`config.mk`:
```
export PLATFORM = sky130hd
export DESIGN_NAME = btb_ctrl
export DESIGN_NICKNAME = d
export VERILOG_FILES = /design/src/rtl/btb_ctrl.sv
export SDC_FILE = /design/constraint.sdc
export NUM_CORES = 1
export LEC_CHECK = 0
export ABC_AREA = 1
export ABC_CLOCK_PERIOD_IN_PS = 2000
export CAP_MARGIN = 20
export CORE_MARGIN = 2
export CORE_UTILIZATION = 35
export CTS_BUF_LIST = sky130_fd_sc_hd__clkbuf_16
export CTS_CLUSTER_SIZE = 14
export DETAILED_ROUTE_END_ITERATION = 10
export GPL_TIMING_DRIVEN = 1
export PLACE_DENSITY = 0.71
export SETUP_SLACK_MARGIN = 0.4
export SYNTH_ARGS = -nofsm -noshare
export SYNTH_HDL_FRONTEND = slang
export SYNTH_SLANG_ARGS = --single-unit
```
`constraint.sdc`:
```
create_clock -name clk -period 2 [get_ports clk]
set_clock_uncertainty 0.2 [all_clocks]
set_input_delay 0.5 -clock clk [delete_from_list [all_inputs] [get_ports clk]]
set_output_delay 0.5 -clock clk [all_outputs]
set_load 0.1 [all_outputs]
```
`src/rtl/btb_ctrl.sv`:
```
`timescale 1ns/1ps
// -----------------------------------------------------------------------------
// btb_ctrl
// Write-port controller for a branch target buffer shared by two threads.
//
// After reset, and on every flush request, the whole array is invalidated by
// sweeping one entry per cycle. While idle, resolved branches from the two
// threads are arbitrated round-robin. The winner is registered and written to
// the array on the following cycle.
//
// Ports
//   clk          single clock, all state updates on the rising edge
//   rst_n        synchronous active-low reset
//   upd_valid    per-thread update request (bit t = thread t)
//   upd_ready    per-thread update accept (one-hot or zero)
//   upd_pc       resolved branch PC, {t1[63:0], t0[63:0]}
//   upd_target   resolved target, {t1, t0}
//   upd_type     branch type, {t1[1:0], t0[1:0]}
//   flush_req    one-cycle pulse: invalidate all entries
//   flush_busy   invalidate sweep in progress
//   lookup_stall predictor lookups must be ignored this cycle
//   wr_en        array write strobe
//   wr_index     array write index
//   wr_valid     valid bit written
//   wr_tag       tag written
//   wr_target    target written
//   wr_type      branch type written
//   wr_thread    thread id written
//   upd_cnt      saturating count of committed update writes
// -----------------------------------------------------------------------------
module btb_ctrl #(
  parameter int ENTRIES = 1024,
  parameter int IDX_W   = 10,
  parameter int TAG_W   = 48
) (
  input  logic               clk,
  input  logic               rst_n,
  input  logic [1:0]         upd_valid,
  output logic [1:0]         upd_ready,
  input  logic [127:0]       upd_pc,
  input  logic [127:0]       upd_target,
  input  logic [3:0]         upd_type,
  input  logic               flush_req,
  output logic               flush_busy,
  output logic               lookup_stall,
  output logic               wr_en,
  output logic [IDX_W-1:0]   wr_index,
  output logic               wr_valid,
  output logic [TAG_W-1:0]   wr_tag,
  output logic [63:0]        wr_target,
  output logic [1:0]         wr_type,
  output logic               wr_thread,
  output logic [15:0]        upd_cnt
);

  typedef enum logic [0:0] {
    ST_SWEEP = 1'b0,
    ST_IDLE  = 1'b1
  } state_t;

  // Saturating increment for the update counter.
  function automatic logic [15:0] sat_inc16(input logic [15:0] val);
    logic [15:0] res;
    if (val == 16'hFFFF) begin
      res = val;
    end else begin
      res = val + 16'd1;
    end
    return res;
  endfunction

  // Array index taken from the word-aligned PC bits just above the byte offset.
  function automatic logic [IDX_W-1:0] pc_index(input logic [63:0] pc);
    return pc[IDX_W+1:2];
  endfunction

  // Tag taken from the top of the PC.
  function automatic logic [TAG_W-1:0] pc_tag(input logic [63:0] pc);
    return pc[63 -: TAG_W];
  endfunction

  localparam logic [IDX_W-1:0] LAST_IDX = IDX_W'(ENTRIES - 1);

  // State
  state_t             state_r;
  state_t             state_nxt_s;
  logic [IDX_W-1:0]   sweep_idx_r;
  logic [IDX_W-1:0]   sweep_idx_nxt_s;
  logic               sweep_fire_s;
  logic               rr_ptr_r;

  // Arbitration
  logic [1:0]         grant_s;
  logic [63:0]        sel_pc_s;
  logic [63:0]        sel_target_s;
  logic [1:0]         sel_type_s;

  // Pending update write
  logic               pend_valid_r;
  logic [IDX_W-1:0]   pend_index_r;
  logic [TAG_W-1:0]   pend_tag_r;
  logic [63:0]        pend_target_r;
  logic [1:0]         pend_type_r;
  logic               pend_thread_r;

  // Write port
  logic               wr_en_s;
  logic [IDX_W-1:0]   wr_index_s;
  logic               wr_valid_s;
  logic [TAG_W-1:0]   wr_tag_s;
  logic [63:0]        wr_target_s;
  logic [1:0]         wr_type_s;
  logic               wr_thread_s;
  logic               upd_write_s;

  logic [15:0]        upd_cnt_r;

  // Only some PC bits feed the array; the rest are intentionally dropped.
  logic               unused_pc_s;
  assign unused_pc_s = ^upd_pc;

  // A registered update owns the array port; the sweep waits a cycle behind it.
  assign sweep_fire_s = (state_r == ST_SWEEP) && !pend_valid_r;

  // Round-robin grant; nothing is granted while sweeping or while a flush is requested.
  always_comb begin
    grant_s = 2'b00;
    if ((state_r == ST_IDLE) && !flush_req) begin
      case (upd_valid)
        2'b01:   grant_s = 2'b01;
        2'b10:   grant_s = 2'b10;
        2'b11:   grant_s = rr_ptr_r ? 2'b10 : 2'b01;
        default: grant_s = 2'b00;
      endcase
    end else begin
      grant_s = 2'b00;
    end
  end

  // Select the granted thread's update fields.
  always_comb begin
    sel_pc_s     = upd_pc[63:0];
    sel_target_s = upd_target[63:0];
    sel_type_s   = upd_type[1:0];
    if (grant_s[1]) begin
      sel_pc_s     = upd_pc[127:64];
      sel_target_s = upd_target[127:64];
      sel_type_s   = upd_type[3:2];
    end else begin
      sel_pc_s     = upd_pc[63:0];
      sel_target_s = upd_target[63:0];
      sel_type_s   = upd_type[1:0];
    end
  end

  // Next-state logic for the sweep FSM.
  always_comb begin
    state_nxt_s     = state_r;
    sweep_idx_nxt_s = sweep_idx_r;
    case (state_r)
      ST_IDLE: begin
        if (flush_req) begin
          state_nxt_s     = ST_SWEEP;
          sweep_idx_nxt_s = {IDX_W{1'b0}};
        end else begin
          state_nxt_s     = ST_IDLE;
          sweep_idx_nxt_s = sweep_idx_r;
        end
      end
      ST_SWEEP: begin
        if (flush_req) begin
          // A new flush restarts the sweep from the bottom.
          state_nxt_s     = ST_SWEEP;
          sweep_idx_nxt_s = {IDX_W{1'b0}};
        end else if (sweep_fire_s) begin
          if (sweep_idx_r == LAST_IDX) begin
            state_nxt_s     = ST_IDLE;
            sweep_idx_nxt_s = {IDX_W{1'b0}};
          end else begin
            state_nxt_s     = ST_SWEEP;
            sweep_idx_nxt_s = sweep_idx_r + IDX_W'(1'b1);
          end
        end else begin
          state_nxt_s     = ST_SWEEP;
          sweep_idx_nxt_s = sweep_idx_r;
        end
      end
      default: begin
        state_nxt_s     = ST_SWEEP;
        sweep_idx_nxt_s = {IDX_W{1'b0}};
      end
    endcase
  end

  // Sweep FSM state register.
  always_ff @(posedge clk) begin
    if (!rst_n) begin
      state_r     <= ST_SWEEP;
      sweep_idx_r <= {IDX_W{1'b0}};
    end else begin
      state_r     <= state_nxt_s;
      sweep_idx_r <= sweep_idx_nxt_s;
    end
  end

  // Round-robin pointer and the pending-update register.
  always_ff @(posedge clk) begin
    if (!rst_n) begin
      rr_ptr_r      <= 1'b0;
      pend_valid_r  <= 1'b0;
      pend_index_r  <= {IDX_W{1'b0}};
      pend_tag_r    <= {TAG_W{1'b0}};
      pend_target_r <= 64'h0;
      pend_type_r   <= 2'b00;
      pend_thread_r <= 1'b0;
    end else begin
      pend_valid_r <= |grant_s;
      if (|grant_s) begin
        // The thread just served drops to lower priority.
        rr_ptr_r      <= ~grant_s[1];
        pend_index_r  <= pc_index(sel_pc_s);
        pend_tag_r    <= pc_tag(sel_pc_s);
        pend_target_r <= sel_target_s;
        pend_type_r   <= sel_type_s;
        pend_thread_r <= grant_s[1];
      end else begin
        rr_ptr_r      <= rr_ptr_r;
        pend_index_r  <= pend_index_r;
        pend_tag_r    <= pend_tag_r;
        pend_target_r <= pend_target_r;
        pend_type_r   <= pend_type_r;
        pend_thread_r <= pend_thread_r;
      end
    end
  end

  // Array write port: pending update first, then sweep, and silent while in reset.
  always_comb begin
    wr_en_s     = 1'b0;
    wr_index_s  = {IDX_W{1'b0}};
    wr_valid_s  = 1'b0;
    wr_tag_s    = {TAG_W{1'b0}};
    wr_target_s = 64'h0;
    wr_type_s   = 2'b00;
    wr_thread_s = 1'b0;
    if (!rst_n) begin
      wr_en_s = 1'b0;
    end else if (pend_valid_r) begin
      wr_en_s     = 1'b1;
      wr_index_s  = pend_index_r;
      wr_valid_s  = 1'b1;
      wr_tag_s    = pend_tag_r;
      wr_target_s = pend_target_r;
      wr_type_s   = pend_type_r;
      wr_thread_s = pend_thread_r;
    end else if (sweep_fire_s) begin
      wr_en_s    = 1'b1;
      wr_index_s = sweep_idx_r;
    end else begin
      wr_en_s = 1'b0;
    end
  end

  assign upd_write_s = wr_en_s & wr_valid_s;

  // Committed-update counter; invalidating sweep writes are not counted.
  always_ff @(posedge clk) begin
    if (!rst_n) begin
      upd_cnt_r <= 16'h0000;
    end else if (upd_write_s) begin
      upd_cnt_r <= sat_inc16(upd_cnt_r);
    end else begin
      upd_cnt_r <= upd_cnt_r;
    end
  end

  assign upd_ready    = grant_s;
  assign flush_busy   = (state_r == ST_SWEEP);
  assign lookup_stall = (state_r == ST_SWEEP);
  assign wr_en        = wr_en_s;
  assign wr_index     = wr_index_s;
  assign wr_valid     = wr_valid_s;
  assign wr_tag       = wr_tag_s;
  assign wr_target    = wr_target_s;
  assign wr_type      = wr_type_s;
  assign wr_thread    = wr_thread_s;
  assign upd_cnt      = upd_cnt_r;

endmodule

```
=== Word level (Yosys, flattened, before mapping) ===
Cells that the tools add are included.

* Register bits: 154
* Input port bits: 265
* Output and inout bits: 147
* Word-level logic and storage cells: 62

* $add $sub $neg: 2
* Equality and inequality tests: 7
* Mux-type cells: 32
* Bitwise logic cells: 4
* Reduce and logical (&&, ||, !) cells: 7

{| class="wikitable"
|+ Operators by type and width
! cell !! number
|-
| two-way mux 64 bit || 4
|-
| two-way mux 48 bit || 2
|-
| two-way mux 10 bit || 7
|-
| case mux 10 bit (2 select lines) || 1
|-
| adder 16 x 1 -> 16 bit (second input constant) || 1
|-
| == test 16 bit (second input constant) || 1
|-
| two-way mux 1 bit || 11
|-
| adder 10 x 1 -> 10 bit (second input constant) || 1
|-
| == test 10 bit (second input constant) || 1
|-
| two-way mux 2 bit || 5
|-
| case mux 2 bit (3 select lines) || 1
|-
| == test 2 bit (second input constant) || 2
|-
| AND reduction 2 bit || 2
|-
| != test 3 x 2 -> 1 bit (second input constant) || 1
|-
| NOT 1 bit || 3
|-
| == test 2 x 1 -> 1 bit (second input constant) || 1
|-
| logical AND 1 bit || 2
|-
| zero test 1 bit || 2
|-
| != test 2 bit (second input constant) || 1
|-
| case mux 1 bit (2 select lines) || 1
|-
| OR reduction 2 bit || 1
|-
| AND 1 bit || 1
|}

=== Logic depth before layout (Yosys ltp) ===
* Word-level depth: 7
* Mapped depth: 10
* Mapped depth without buffers: 9

=== Least setup slack after synthesis ===
Ideal clock, no wire load.

* Path type: flip-flop to output port
* Start point: register state_r
* End point: output wr_index[0]
* Arrival time: 3,299 ps
* Required time: 1,300 ps
* Path slack: -1,999 ps
* Stages on the path, launching flop included: 6
* Path buffers: 0
* Cells stage by stage: dfxtp_1 > inv_2 > nand2_1 > inv_1 > nand2_1 > o21ai_0

* Cells in the longest elaborated chain, start to end: 5

{| class="wikitable"
|+ RTL lines
! what !! RTL line !! source
|-
| from (decl) || 85 || <nowiki>state_t state_r;</nowiki>
|-
| from (signal assigned) || 201 || <nowiki>state_r <= state_nxt_s;</nowiki>
|-
| NOT 1 bit || - ||
|-
| named net flush_busy || 44 || <nowiki>output logic flush_busy,</nowiki>
|-
| logical AND 1 bit || 123 || <nowiki>assign sweep_fire_s = (state_r == ST_SWEEP) && !pend_valid_r;</nowiki>
|-
| two-way mux 10 bit || 256 || <nowiki>end else if (sweep_fire_s) begin</nowiki>
|-
| two-way mux 10 bit || 248 || <nowiki>end else if (pend_valid_r) begin</nowiki>
|-
| two-way mux 10 bit || 246 || <nowiki>if (!rst_n) begin</nowiki>
|-
| to (decl) || 47 || <nowiki>output logic [IDX_W-1:0] wr_index,</nowiki>
|}

The timed path passes the listed nets, and every way through them passes these cells.

=== Final worst setup path ===
* Start point: register pend_valid_r
* End point: output wr_index[4]

* Cells in the longest elaborated chain, start to end: 5

{| class="wikitable"
|+ RTL lines
! what !! RTL line !! source
|-
| from (decl) || 99 || <nowiki>logic pend_valid_r;</nowiki>
|-
| from (signal assigned) || 217 || <nowiki>pend_valid_r <= |grant_s;</nowiki>
|-
| zero test 1 bit || 123 ||
|-
| logical AND 1 bit || 123 ||
|-
| two-way mux 10 bit || 256 ||
|-
| two-way mux 10 bit (*) || 248 ||
|-
| two-way mux 10 bit (*) || 246 ||
|}

Mark *: on every way between the ends. The rest lies on a longest branch, timed or not.

==> impl_results.md <==
- Syn_area_per_cell: about 6.6 sq um
- Pleak: 7.323 nW
- Grt total ovfl: 0
- Ys async rst share: 0
- Fmax: 427.6 MHz
- Post-synth EDFFs: 0
- Critical path class: flip-flop to output pin
- CTS Buffer Depth: 2
- Number of detailed-route iterations in the first pass: 5
- Syn. warnings: 0
- Dpl hpwl: 25.20 mm
- Number of global-route vias before repair: 10194
- Gr usage total: 0.2909
- Routed via count: 10551
- H-tree levels: 4
- DRC viols: 0
- DRT antenna net count: 0
- Peak supply drop: 0.4076 mV
- Area of the multi-input gates: between 5000 and 6000 sq um
- Std-Cell Rows: between 50 and 60
- RR Startpoint: state_r$_SDFF_PN0_
- RSZ-0062 raised after global routing: true
- Period utilization: 1.169
- Seq. cell area: around 3200 sq um
- CTS Buf Count: 17
- Core area: 23610 sq um
- Initial Util: 0.3584
- Gpl congestion: around 0.87
- Hold Slack: 267.7 ps
- Maxcap violations: 0
- Seq/Total Area, Yosys: 0.3643
- Tmin final: 2339 ps
- Initial antenna violation count: 2
- Synth-to-layout area growth: 115.7%
- Final count of negative-setup-slack endpoints: approximately 140
- Failing checks: setup timing
- Total power: 6.793 mW
- Data arrival, critical path: around 1600 ps
- Relative slew slack: 0.6304
- First-pass GRT wire length: between 50 and 60 mm
- Die Y: 159.5 um
- Post-Syn Nets: between 1500 and 2000
- Synthesized area: approximately 8500 sq um
- Layout cells sized above 1: 0.3481
- Layout Nets: about 2000
- Netlist cell types: 34
- Top FF cell, synth: dfxtp_1
- Largest net degree at the start of global routing: 104
- FF+latch count, synth: 154
- Worst-path fanout max: 8
- Most frequent cells in the layout: nand2_1, clkdlybuf4s50_1, inv_1
- Final Hold Fails: 0
- Clock tree sinks: 154
- Routed len/inst: 19.68 um
- Fillers: 1607
- Via density per instance: 5.010
- Pwr dens: approximately 370 nW/um^2
- CTS tree: yes
- Type of origin of the critical path: flip-flop
- Req. time, crit path: 1300 ps
- Hold Path Class: flip-flop to flip-flop
- Die W: 159.5 um
- CTS root buffer: clkbuf_16
- Crit. End Element: output pin
- CTS clock-pin slew for the worst setup and hold paths: 70 ps
- WL final: 41.44 mm
- Port buffer count: 399
- Crit. Startpoint: pend_valid_r$_SDFF_PN0_
- Slew @ Worst Pin: roughly 550 ps
- Skew-Pair Late Insertion Delay: ~430 ps
- Slew Viols, Final: 0
- DRT iter0 DRCs: 733
- CTS Hold Bufs: 0
- Syn Inst Count: approximately 1300
- Min setup slack post-route: -338.9 ps
- Most common cell after layout, fill and taps aside: nand2_1
- Status: complete, but fails checks
- # IOs: 412
- Die area: 25440 sq um
- Hold Path Origin: pend_tag_r[37]$_SDFFE_PN0P_
[final cells by class]
type,count,share of cell area
sequential,154,0.1730
tap,319,0.02186
multi-input combinational,825,0.2992
clock inverter,15,0.006374
inverter,229,0.04990
clock buffer,17,0.02330
antenna,3,0.0004112
timing repair buffer,544,0.4260
[worst max-delay path, cell delays in order, from the launching register on]
cell,delay (ps)
dfxtp_4,370
nand2_8,130
clkinvlp_4,210
a32o_4,340
buf_12,170
[synthesized netlist by cell type (2+ instances only)]
cell type	instances	area share
a32o_1	4	0.0047
nand2_1	388	0.17
o22ai_1	3	0.0022
o21ai_0	8	0.0047
buf_2	21	0.012
a21oi_1	24	0.014
nor2_1	141	0.063
xor2_1	5	0.0052
ha_1	2	0.0030
dfxtp_1	154	0.36
buf_6	9	0.012
inv_2	4	0.0018
nand4_1	7	0.0052
nand3_1	64	0.038
o211ai_2	28	0.041
nand2_2	3	0.0022
buf_1	6	0.0027
xnor2_1	3	0.0031
buf_4	11	0.0098
inv_1	224	0.099
nor3_1	2	0.0012
nor2_4	3	0.0040
or2_2	40	0.030
o211ai_1	90	0.080
clkbuf_1	29	0.013
[cells by family (layout without fill, tap and decap cells)]
family	Yosys count	count (layout)	synth area share
xor+xnor	8	8	0.008279
fa+ha+maj	2	2	0.002956
other cells	0	3	0
flops	154	154	0.3643
simple gates	653	654	0.3223
compound gates	160	161	0.1509
buf+inv	305	805	0.1512
[metal layers]
| metal | vias up | wire length, um | GRT usage |
|---|---|---|---|
| li1 | 4968 | - | - |
| met1 | 4985 | 16010 | 0.3356 |
| met2 | 500 | 20800 | 0.5096 |
| met3 | 98 | 2915 | 0.07320 |
| met4 | 0 | 1712 | 0.1256 |
| met5 | - | 0 | 0 |
[worst paths after layout]
path                                                    end  slack, ps  cells past startpoint
worst min-delay path            pend_tag_r[37]$_SDFFE_PN0P_        270                      2
worst max-delay path                            wr_index[4]       -340                      4
worst min register to register  pend_tag_r[37]$_SDFFE_PN0P_        270                      2
worst max register to register  pend_tag_r[25]$_SDFFE_PN0P_        -50                     11
[state kept, by name, indices dropped and copies added, names as in the netlist]
signal and count:
pend_tag_r 48, pend_valid_r 1, upd_cnt 16, sweep_idx_r 10
pend_type_r 2, state_r 1, pend_thread_r 1, pend_target_r 64
pend_index_r 10, rr_ptr_r 1
[power breakdown]
part / total [mW] / internal (mW) / switching [mW]
sequential: 3.04 / 3.04 / 0.00278
combinational: 0.671 / 0.463 / 0.208
clock: 3.08 / 1.61 / 1.47
[per-stage QoR]
step,setup slack [ps],utilization,setup TNS (ps),std cells,instance area (sq um)
4_1_cts,-342.4,0.7279,-32720,2051,17190
3_5_place_dp,-452.1,0.6456,-58630,1974,15240
6_report,-338.9,0.7731,-31240,2106,18260
5_1_grt,-391.7,0.7729,-41780,2104,18250
3_3_place_gp,-396.5,0.6456,-53090,1974,15240
2_1_floorplan,-864.5,-,-61970,1282,9418
[what timing repair did]
item	in CTS	in global routing
buffers inserted	26	35
cloned	19	17
endpoints found under the hold margin	0	0
gates resized for setup	179	119
setup endpoints to repair	295	299
pin swaps	38	85
Power figures use the tool's default switching activity.
